`src/rtl/dnmr_pkg.sv`:
```
// Shared types for the dynamic N-modular-redundancy voter.
// Operating modes, ordered by replica count so that upgrades compare upward.
package dnmr_pkg;

    typedef enum logic [1:0] {
        MODE_SIMPLEX  = 2'd0,
        MODE_TMR      = 2'd1,
        MODE_NMR      = 2'd2,
        MODE_FAILSAFE = 2'd3
    } mode_t;

endpackage

```
`src/rtl/dnmr_voter_if.sv`:
```
// Replica-side bus of the dnmr voter.
// The master drives the replica words and hazard inputs; the slave is the voter.
interface dnmr_voter_if #(
    parameter int N = 5,
    parameter int W = 8
);
    logic           in_valid;
    logic [N*W-1:0] rep_data;
    logic [3:0]     err_rate;
    logic           hazard;
    logic [N-1:0]   en;
    logic [W-1:0]   data_o;
    logic           valid_o;
    logic           no_maj;
    logic [N-1:0]   fault;
    logic [1:0]     state_o;

    modport master (
        output in_valid, rep_data, err_rate, hazard,
        input  en, data_o, valid_o, no_maj, fault, state_o
    );

    modport slave (
        input  in_valid, rep_data, err_rate, hazard,
        output en, data_o, valid_o, no_maj, fault, state_o
    );
endinterface

```
`src/rtl/dnmr_mode_ctrl.sv`:
```
// Mode controller: request decode, downgrade dwell and mode FSM.
// Exposes both the registered mode and the mode it will take at the next edge.
module dnmr_mode_ctrl
    import dnmr_pkg::*;
#(
    parameter int LO_TH = 4,
    parameter int HI_TH = 10,
    parameter int DWELL = 16
) (
    input  logic       clk,
    input  logic       rst,
    input  logic [3:0] err_rate,
    input  logic       hazard,
    input  logic       all_fault,
    output mode_t      mode_q,
    output mode_t      mode_d
);
    localparam int DW = $clog2(DWELL + 1);
    localparam logic [3:0] LO_V = 4'(LO_TH);
    localparam logic [3:0] HI_V = 4'(HI_TH);

    logic [DW-1:0] dwell_q, dwell_d;
    logic          hi, lo;
    mode_t         req;

    always_comb begin
        hi = hazard || (err_rate >= HI_V);
        lo = err_rate >= LO_V;
        unique case (1'b1)
            hi:        req = MODE_NMR;
            !hi && lo: req = MODE_TMR;
            default:   req = MODE_SIMPLEX;
        endcase
    end

    // A request at or above the current mode cancels any pending downgrade.
    always_comb begin
        mode_d  = mode_q;
        dwell_d = dwell_q;
        if (mode_q != MODE_FAILSAFE) begin
            if (all_fault) begin
                mode_d  = MODE_FAILSAFE;
                dwell_d = '0;
            end else if (req > mode_q) begin
                mode_d  = req;
                dwell_d = '0;
            end else if (req == mode_q) begin
                dwell_d = '0;
            end else if (dwell_q == DW'(DWELL - 1)) begin
                mode_d  = mode_t'(mode_q - 2'd1);
                dwell_d = '0;
            end else begin
                dwell_d = dwell_q + 1'b1;
            end
        end
    end

    always_ff @(posedge clk) begin
        if (!rst) begin
            mode_q  <= MODE_SIMPLEX;
            dwell_q <= '0;
        end else begin
            mode_q  <= mode_d;
            dwell_q <= dwell_d;
        end
    end

endmodule

```
`src/rtl/dnmr_voter.sv`:
```
// Dynamic NMR manager: enable allocation, replica sync, majority vote
// and leaky disagreement counters that retire persistently bad replicas.
module dnmr_voter
    import dnmr_pkg::*;
#(
    parameter int N           = 5,
    parameter int W           = 8,
    parameter int LO_TH       = 4,
    parameter int HI_TH       = 10,
    parameter int FAULT_LIMIT = 4,
    parameter int DWELL       = 16,
    parameter int SYNC_CYCLES = 2
) (
    input logic         clk,
    input logic         rst,
    dnmr_voter_if.slave bus
);
    localparam int CW = $clog2(FAULT_LIMIT + 1);
    localparam int SW = $clog2(SYNC_CYCLES + 1);

    logic [N-1:0]  en_q, en_d;
    logic [N-1:0]  fault_q, fault_d;
    logic [N-1:0]  voter;
    logic [SW-1:0] sync_q [N];
    logic [CW-1:0] cnt_q  [N];
    logic [CW-1:0] cnt_d  [N];
    logic [W-1:0]  data_q, win;
    logic          valid_q, no_maj_q;
    logic          found, do_vote, good;
    int            nv, m;
    mode_t         mode_q, mode_d;

    dnmr_mode_ctrl #(
        .LO_TH (LO_TH),
        .HI_TH (HI_TH),
        .DWELL (DWELL)
    ) u_mode (
        .clk       (clk),
        .rst       (rst),
        .err_rate  (bus.err_rate),
        .hazard    (bus.hazard),
        .all_fault (&fault_d),
        .mode_q    (mode_q),
        .mode_d    (mode_d)
    );

    function automatic logic [N-1:0] alloc(mode_t md, logic [N-1:0] flt);
        logic [N-1:0] r;
        int k, c;
        r = '0;
        c = 0;
        unique case (md)
            MODE_SIMPLEX:  k = 1;
            MODE_TMR:      k = 3;
            MODE_NMR:      k = N;
            MODE_FAILSAFE: k = 0;
        endcase
        for (int i = 0; i < N; i++) begin
            if (!flt[i] && c < k) begin
                r[i] = 1'b1;
                c++;
            end
        end
        return r;
    endfunction

    always_comb begin
        for (int i = 0; i < N; i++)
            voter[i] = en_q[i] && (sync_q[i] == SW'(SYNC_CYCLES));
    end

    // First word (ascending index) backed by a strict majority of voters wins.
    always_comb begin
        nv    = 0;
        m     = 0;
        found = 1'b0;
        win   = '0;
        for (int i = 0; i < N; i++)
            if (voter[i]) nv++;
        for (int i = 0; i < N; i++) begin
            if (voter[i] && !found) begin
                m = 0;
                for (int j = 0; j < N; j++)
                    if (voter[j] && bus.rep_data[j*W +: W] == bus.rep_data[i*W +: W])
                        m++;
                if (2 * m > nv) begin
                    found = 1'b1;
                    win   = bus.rep_data[i*W +: W];
                end
            end
        end
        do_vote = bus.in_valid && (nv != 0);
        good    = do_vote && found;
    end

    always_comb begin
        for (int i = 0; i < N; i++) begin
            cnt_d[i] = cnt_q[i];
            if (good && voter[i]) begin
                if (bus.rep_data[i*W +: W] != win) begin
                    if (cnt_q[i] != CW'(FAULT_LIMIT)) cnt_d[i] = cnt_q[i] + 1'b1;
                end else if (cnt_q[i] != '0) begin
                    cnt_d[i] = cnt_q[i] - 1'b1;
                end
            end
            fault_d[i] = fault_q[i] | (cnt_d[i] == CW'(FAULT_LIMIT));
        end
        en_d = alloc(mode_d, fault_d);
    end

    always_ff @(posedge clk) begin
        if (!rst) begin
            en_q     <= N'(1);
            fault_q  <= '0;
            data_q   <= '0;
            valid_q  <= 1'b0;
            no_maj_q <= 1'b0;
            for (int i = 0; i < N; i++) begin
                cnt_q[i]  <= '0;
                sync_q[i] <= '0;
            end
        end else begin
            en_q     <= en_d;
            fault_q  <= fault_d;
            valid_q  <= good;
            no_maj_q <= do_vote && !found;
            if (good) data_q <= win;
            for (int i = 0; i < N; i++) begin
                cnt_q[i] <= cnt_d[i];
                if (!en_q[i] || !en_d[i])
                    sync_q[i] <= '0;
                else if (sync_q[i] != SW'(SYNC_CYCLES))
                    sync_q[i] <= sync_q[i] + 1'b1;
            end
        end
    end

    assign bus.en      = en_q;
    assign bus.fault   = fault_q;
    assign bus.data_o  = data_q;
    assign bus.valid_o = valid_q;
    assign bus.no_maj  = no_maj_q;
    assign bus.state_o = mode_q;

endmodule

```
`src/flat_wrapper.sv`:
```
// flat-port wrapper written by rule: the top's interface ports become plain ports
module dnmr_voter_flat import dnmr_pkg::*;
#(
    parameter int N           = 5,
    parameter int W           = 8,
    parameter int LO_TH       = 4,
    parameter int HI_TH       = 10,
    parameter int FAULT_LIMIT = 4,
    parameter int DWELL       = 16,
    parameter int SYNC_CYCLES = 2
)
  (clk, rst, bus_in_valid, bus_rep_data, bus_err_rate, bus_hazard, bus_en, bus_data_o, bus_valid_o, bus_no_maj, bus_fault, bus_state_o);
  dnmr_voter_if #(.N(N), .W(W)) bus_i ();
  input logic clk;
  input logic rst;
  input wire logic [$bits(bus_i.in_valid)-1:0] bus_in_valid;
  input wire logic [$bits(bus_i.rep_data)-1:0] bus_rep_data;
  input wire logic [$bits(bus_i.err_rate)-1:0] bus_err_rate;
  input wire logic [$bits(bus_i.hazard)-1:0] bus_hazard;
  output wire logic [$bits(bus_i.en)-1:0] bus_en;
  output wire logic [$bits(bus_i.data_o)-1:0] bus_data_o;
  output wire logic [$bits(bus_i.valid_o)-1:0] bus_valid_o;
  output wire logic [$bits(bus_i.no_maj)-1:0] bus_no_maj;
  output wire logic [$bits(bus_i.fault)-1:0] bus_fault;
  output wire logic [$bits(bus_i.state_o)-1:0] bus_state_o;
  assign bus_i.in_valid = bus_in_valid;
  assign bus_i.rep_data = bus_rep_data;
  assign bus_i.err_rate = bus_err_rate;
  assign bus_i.hazard = bus_hazard;
  assign bus_en = bus_i.en;
  assign bus_data_o = bus_i.data_o;
  assign bus_valid_o = bus_i.valid_o;
  assign bus_no_maj = bus_i.no_maj;
  assign bus_fault = bus_i.fault;
  assign bus_state_o = bus_i.state_o;
  dnmr_voter #(.N(N), .W(W), .LO_TH(LO_TH), .HI_TH(HI_TH), .FAULT_LIMIT(FAULT_LIMIT), .DWELL(DWELL), .SYNC_CYCLES(SYNC_CYCLES)) u_core (.clk(clk), .rst(rst), .bus(bus_i));
endmodule
```
`config.mk`:
```
export PLATFORM = sky130hd
export DESIGN_NAME = dnmr_voter_flat
export DESIGN_NICKNAME = d
export VERILOG_FILES = /design/src/rtl/dnmr_pkg.sv /design/src/rtl/dnmr_voter_if.sv /design/src/rtl/dnmr_mode_ctrl.sv /design/src/rtl/dnmr_voter.sv /design/src/flat_wrapper.sv
export SDC_FILE = /design/constraint.sdc
export NUM_CORES = 1
export LEC_CHECK = 0
export ABC_AREA = 1
export ABC_CLOCK_PERIOD_IN_PS = 10400
export CAP_MARGIN = 20
export CORE_MARGIN = 3
export CORE_UTILIZATION = 40
export CTS_BUF_LIST = sky130_fd_sc_hd__clkbuf_4
export CTS_CLUSTER_DIAMETER = 40
export DETAILED_ROUTE_END_ITERATION = 7
export SYNTH_ARGS = -nofsm -noshare
export SYNTH_HDL_FRONTEND = slang
export SYNTH_SLANG_ARGS = --single-unit
```
`constraint.sdc`:
```
create_clock -name clk -period 10.4 [get_ports clk]
set_clock_uncertainty 0.15 [all_clocks]
set_input_delay 1.04 -clock clk [delete_from_list [all_inputs] [get_ports clk]]
set_output_delay 1.04 -clock clk [all_outputs]
set_load 0.1 [all_outputs]
```
==> metrics.json <==
{
  "first_global_vias": {"value": 7328},
  "final_critical_path_setup_slack": {"value": 0.4418, "unit": "ns"},
  "maxSlewHeadroom": {"value": 33.47, "unit": "%"},
  "finalCriticalPeriod": {"value": 9.958, "unit": "ns"},
  "final_antenna_net_count": {"value": 0},
  "numCtsBuffers": {"value": 5},
  "placement.io_buffers": {"value": 68},
  "critical_path_required": {"value": 10.51, "unit": "ns"},
  "chipWidth": {"value": 142.1, "unit": "µm"},
  "antenna_found_initial": {"value": 0},
  "dieHeight": {"value": 142.1, "unit": "µm"},
  "number_of_synthesized_flops_with_an_enable_pin": {"value": 10},
  "setup-violations-final": {"value": 0},
  "crit_buf_inv": {"value": 21},
  "cts.hold.buffers_added": {"value": 0},
  "row_count": {"value": 49},
  "cell_at_the_root_of_the_clock_tree": {"value": "clkbuf_4"},
  "critPathMostFrequentCell": {"value": "buf_4"},
  "critPathMaxFanout": {"value": 6},
  "achievable_frequency": {"value": 0.1004, "unit": "GHz"},
  "synthArstFlopShare": {"value": 0, "unit": "%"},
  "post-route-period-util": {"value": 95.75, "unit": "%"},
  "cellLeakagePower": {"value": 5.201, "unit": "nW"},
  "cp-end-kind": {"value": "register"},
  "timing.critical_path.slowest_stage_cell": {"value": "or4_4"},
  "dp_cell_count": {"value": 1537},
  "run_status": {"value": "finished, final reports clean"},
  "number_of_top_level_design_ports": {"value": 70},
  "holdCritPathClass": {"value": "register to register"},
  "clock_sink_count": {"value": 52},
  "cp.arrival": {"value": 10.07, "unit": "ns"},
  "flow.area_growth_from_synthesis": {"value": 42.79, "unit": "%"},
  "power_per_cell_area": {"value": 142.5, "unit": "nW/µm²"},
  "fin_cells": {"value": 1586},
  "synth.lib_cells_used.distinct": {"value": 64},
  "detailed_route_wire_length_per_cell": {"value": 14.42, "unit": "µm"},
  "place_congestion": {"value": 0.9523},
  "max-clock-path-buffers": {"value": 2},
  "timing_worst_slew_pin_value": {"value": 0.9969, "unit": "ns"},
  "startpoint_type": {"value": "input pin"},
  "core-area": {"value": 18090, "unit": "µm²"},
  "clk_pin_slew": {"value": 0.17, "unit": "ns"},
  "synth.yosys.seq_area_share": {"value": 15.39, "unit": "%"},
  "post_route_cells_drive_above_1_share": {"value": 31.69, "unit": "%"},
  "synthesis.area_per_instance": {"value": 6.739, "unit": "µm²"},
  "postSynthCellCount": {"value": 1100},
  "clk-insertion-delay-late": {"value": 0.42, "unit": "ns"},
  "final_hold_viol_count": {"value": 0},
  "worst_ir_drop_vdd": {"value": 0.0001725, "unit": "V"},
  "final_max_slew_viol_count": {"value": 0},
  "netlist_area": {"value": 7413, "unit": "µm²"},
  "drt_wl_total": {"value": 22.87, "unit": "mm"},
  "post_place_setup_slack": {"value": -0.7512, "unit": "ns"},
  "report.power.total": {"value": 1.508, "unit": "mW"},
  "max_stage_delay": {"value": 0.55, "unit": "ns"},
  "whs": {"value": 0.2966, "unit": "ns"},
  "critical_path_s_top_delay_family": {"value": "simple AND/OR/NAND/NOR gates"},
  "synth_top_area_share": {"value": 12.83, "unit": "%"},
  "cts_htree_levels": {"value": 2},
  "grt_usage": {"value": 22.18, "unit": "%"},
  "total_number_of_nets_in_the_final_design": {"value": 1481},
  "vias": {"value": 7825},
  "dr.pass1.iters": {"value": 7},
  "place.detailed.hpwl": {"value": 17.53, "unit": "mm"},
  "grt_start_max_net_pins": {"value": 32},
  "setup.worst_path.class": {"value": "input pin to register"},
  "grt_ovf": {"value": 0},
  "postSynthRegisterBits": {"value": 52},
  "design.die.area": {"value": 20200, "unit": "µm²"},
  "ys_warn_count": {"value": 0},
  "grt_pass1_wl": {"value": 36.34, "unit": "mm"},
  "ys_top_cells_by_area": {"value": "ha_1 (13%), xor2_1 (12%), nand2_1 (12%)"},
  "drt_iter0_markers": {"value": 450},
  "route.detailed.vias_per_inst": {"value": 4.934},
  "initial_core_util": {"value": 40.99, "unit": "%"},
  "cts_tree": {"value": "yes"},
  "detail_route.drc_violations": {"value": 0},
  "predominant_post_synthesis_flop_cell": {"value": "dfxtp_1"},
  "maxCapViolCount": {"value": 0},
  "antenna-diode-count": {"value": 0},
  "synth_top_area_cell": {"value": "ha_1"}
}
-- logic make-up (layout without fill, tap and decap cells) --
family / count (synthesis) / in the layout / synth area share (%)
other: 1 / 5 / 0.05058
xor gates and xnor gates: 119 / 119 / 14.26
adders and majority gates: 77 / 77 / 13.10
buffers and inverters: 184 / 436 / 10.45
muxes: 5 / 5 / 0.7257
DFF: 52 / 52 / 15.39
and+or+nand+nor: 566 / 567 / 38.33
AOI/OAI and AO/OA: 96 / 96 / 7.697
-- layer usage --
layer / routed length (µm) / vias to the layer above / global-route usage (%)
met5: 0 / - / 0
met4: 654 / 0 / 6.667
met3: 1402 / 39 / 3.763
met2: 10490 / 198 / 35.90
met1: 10320 / 3552 / 30.28
li1: - / 4036 / -
-- cell usage after synthesis, types with 4 or more instances --
library cell / instances
nor2_1: 89
nand2_4: 11
nor2_2: 6
nor2_4: 4
inv_2: 9
nor4_1: 10
xor2_1: 104
nand3_1: 106
o22ai_1: 4
xnor2_1: 13
o21ai_1: 6
o21ai_0: 36
buf_1: 4
edfxtp_1: 10
inv_1: 128
nand4_1: 21
nand2_2: 34
a21oi_1: 31
nand2_1: 233
ha_1: 76
nand3_2: 11
nand3b_1: 7
clkbuf_1: 32
dfxtp_1: 42
or2_2: 7
nor3_1: 6
-- repair_timing --
item,4_1_cts,5_1_grt
resized for setup,20,136
pin swaps,16,76
setup endpoints to repair,5,12
buffers inserted,18,22
cloned,1,0
-- cell usage in the layout, fill, tap and decap left out, types with 14 or more instances in the layout --
| cell type | instances |
|---|---|
| nand2_1 | 220 |
| buf_4 | 212 |
| inv_1 | 120 |
| nand3_1 | 98 |
| xor2_1 | 98 |
| nor2_1 | 77 |
| ha_1 | 64 |
| nand2_2 | 43 |
| dfxtp_1 | 42 |
| clkdlybuf4s50_1 | 37 |
| dlymetal6s2s_1 | 31 |
| a21oi_1 | 26 |
| o21ai_0 | 26 |
| nand4_1 | 21 |
| nand3_2 | 17 |
| inv_2 | 16 |
| nand2_4 | 14 |
-- power by group --
group | switching, mW | internal (mW)
sequential | 0.0185 | 0.234
combinational | 0.596 | 0.531
clock | 0.0755 | 0.0544
total | 0.689 | 0.819
-- worst reg2reg max path: cells and delay by family (launching register included) --
family / cells / cell delay [ns]
AO/OA/AOI/OAI: 6 / 0.93
XOR/XNOR: 3 / 1.04
adder cells (fa/ha/maj): 6 / 1.62
buffers and inverters: 20 / 2.23
flip-flops: 1 / 0.41
AND/OR/NAND/NOR: 26 / 3.07
-- path summary, 6_finish.rpt --
kind,cells past startpoint,slack (ns),to,from
worst max-delay path,60,0.44,u_core.sync_q[2][0],bus_rep_data[10]
worst min-delay path,2,0.30,u_core.u_mode.dwell_q[4],u_core.u_mode.dwell_q[4]
worst max register to register,61,0.82,u_core.sync_q[2][0],u_core.sync_q[0][0]
worst min register to register,2,0.30,u_core.u_mode.dwell_q[4],u_core.u_mode.dwell_q[4]
-- area by class of cell --
cell class	count	area, µm²
inverters	141	556.8
repair buffers	287	2446
clock buffers	6	45.04
multi-input cells	869	6071
fillers	1687	7501
flip-flops and latches	52	1141
well taps	229	286.5
clock inverters	2	38.79
-- flip-flops by register name, indices dropped and copies added, names as in the netlist --
name                   cells
u_core.cnt_q              15
u_core.sync_q             10
u_core.bus.data_o          8
u_core.bus.en              5
u_core.bus.fault           5
u_core.u_mode.dwell_q      5
u_core.u_mode.mode_q       2
u_core.bus.no_maj          1
u_core.bus.valid_o         1
-- per-stage QoR --
step	TNS [ns]	instance area, µm²	utilization [%]
floorplan	0	7428	-
global placement	-3.178	9519	52.63
detailed placement	-3.645	9519	52.63
CTS	0	9859	54.51
finish	0	10590	58.53
global route	-0.1640	10590	58.53
(Power assumes the default switching activity.)
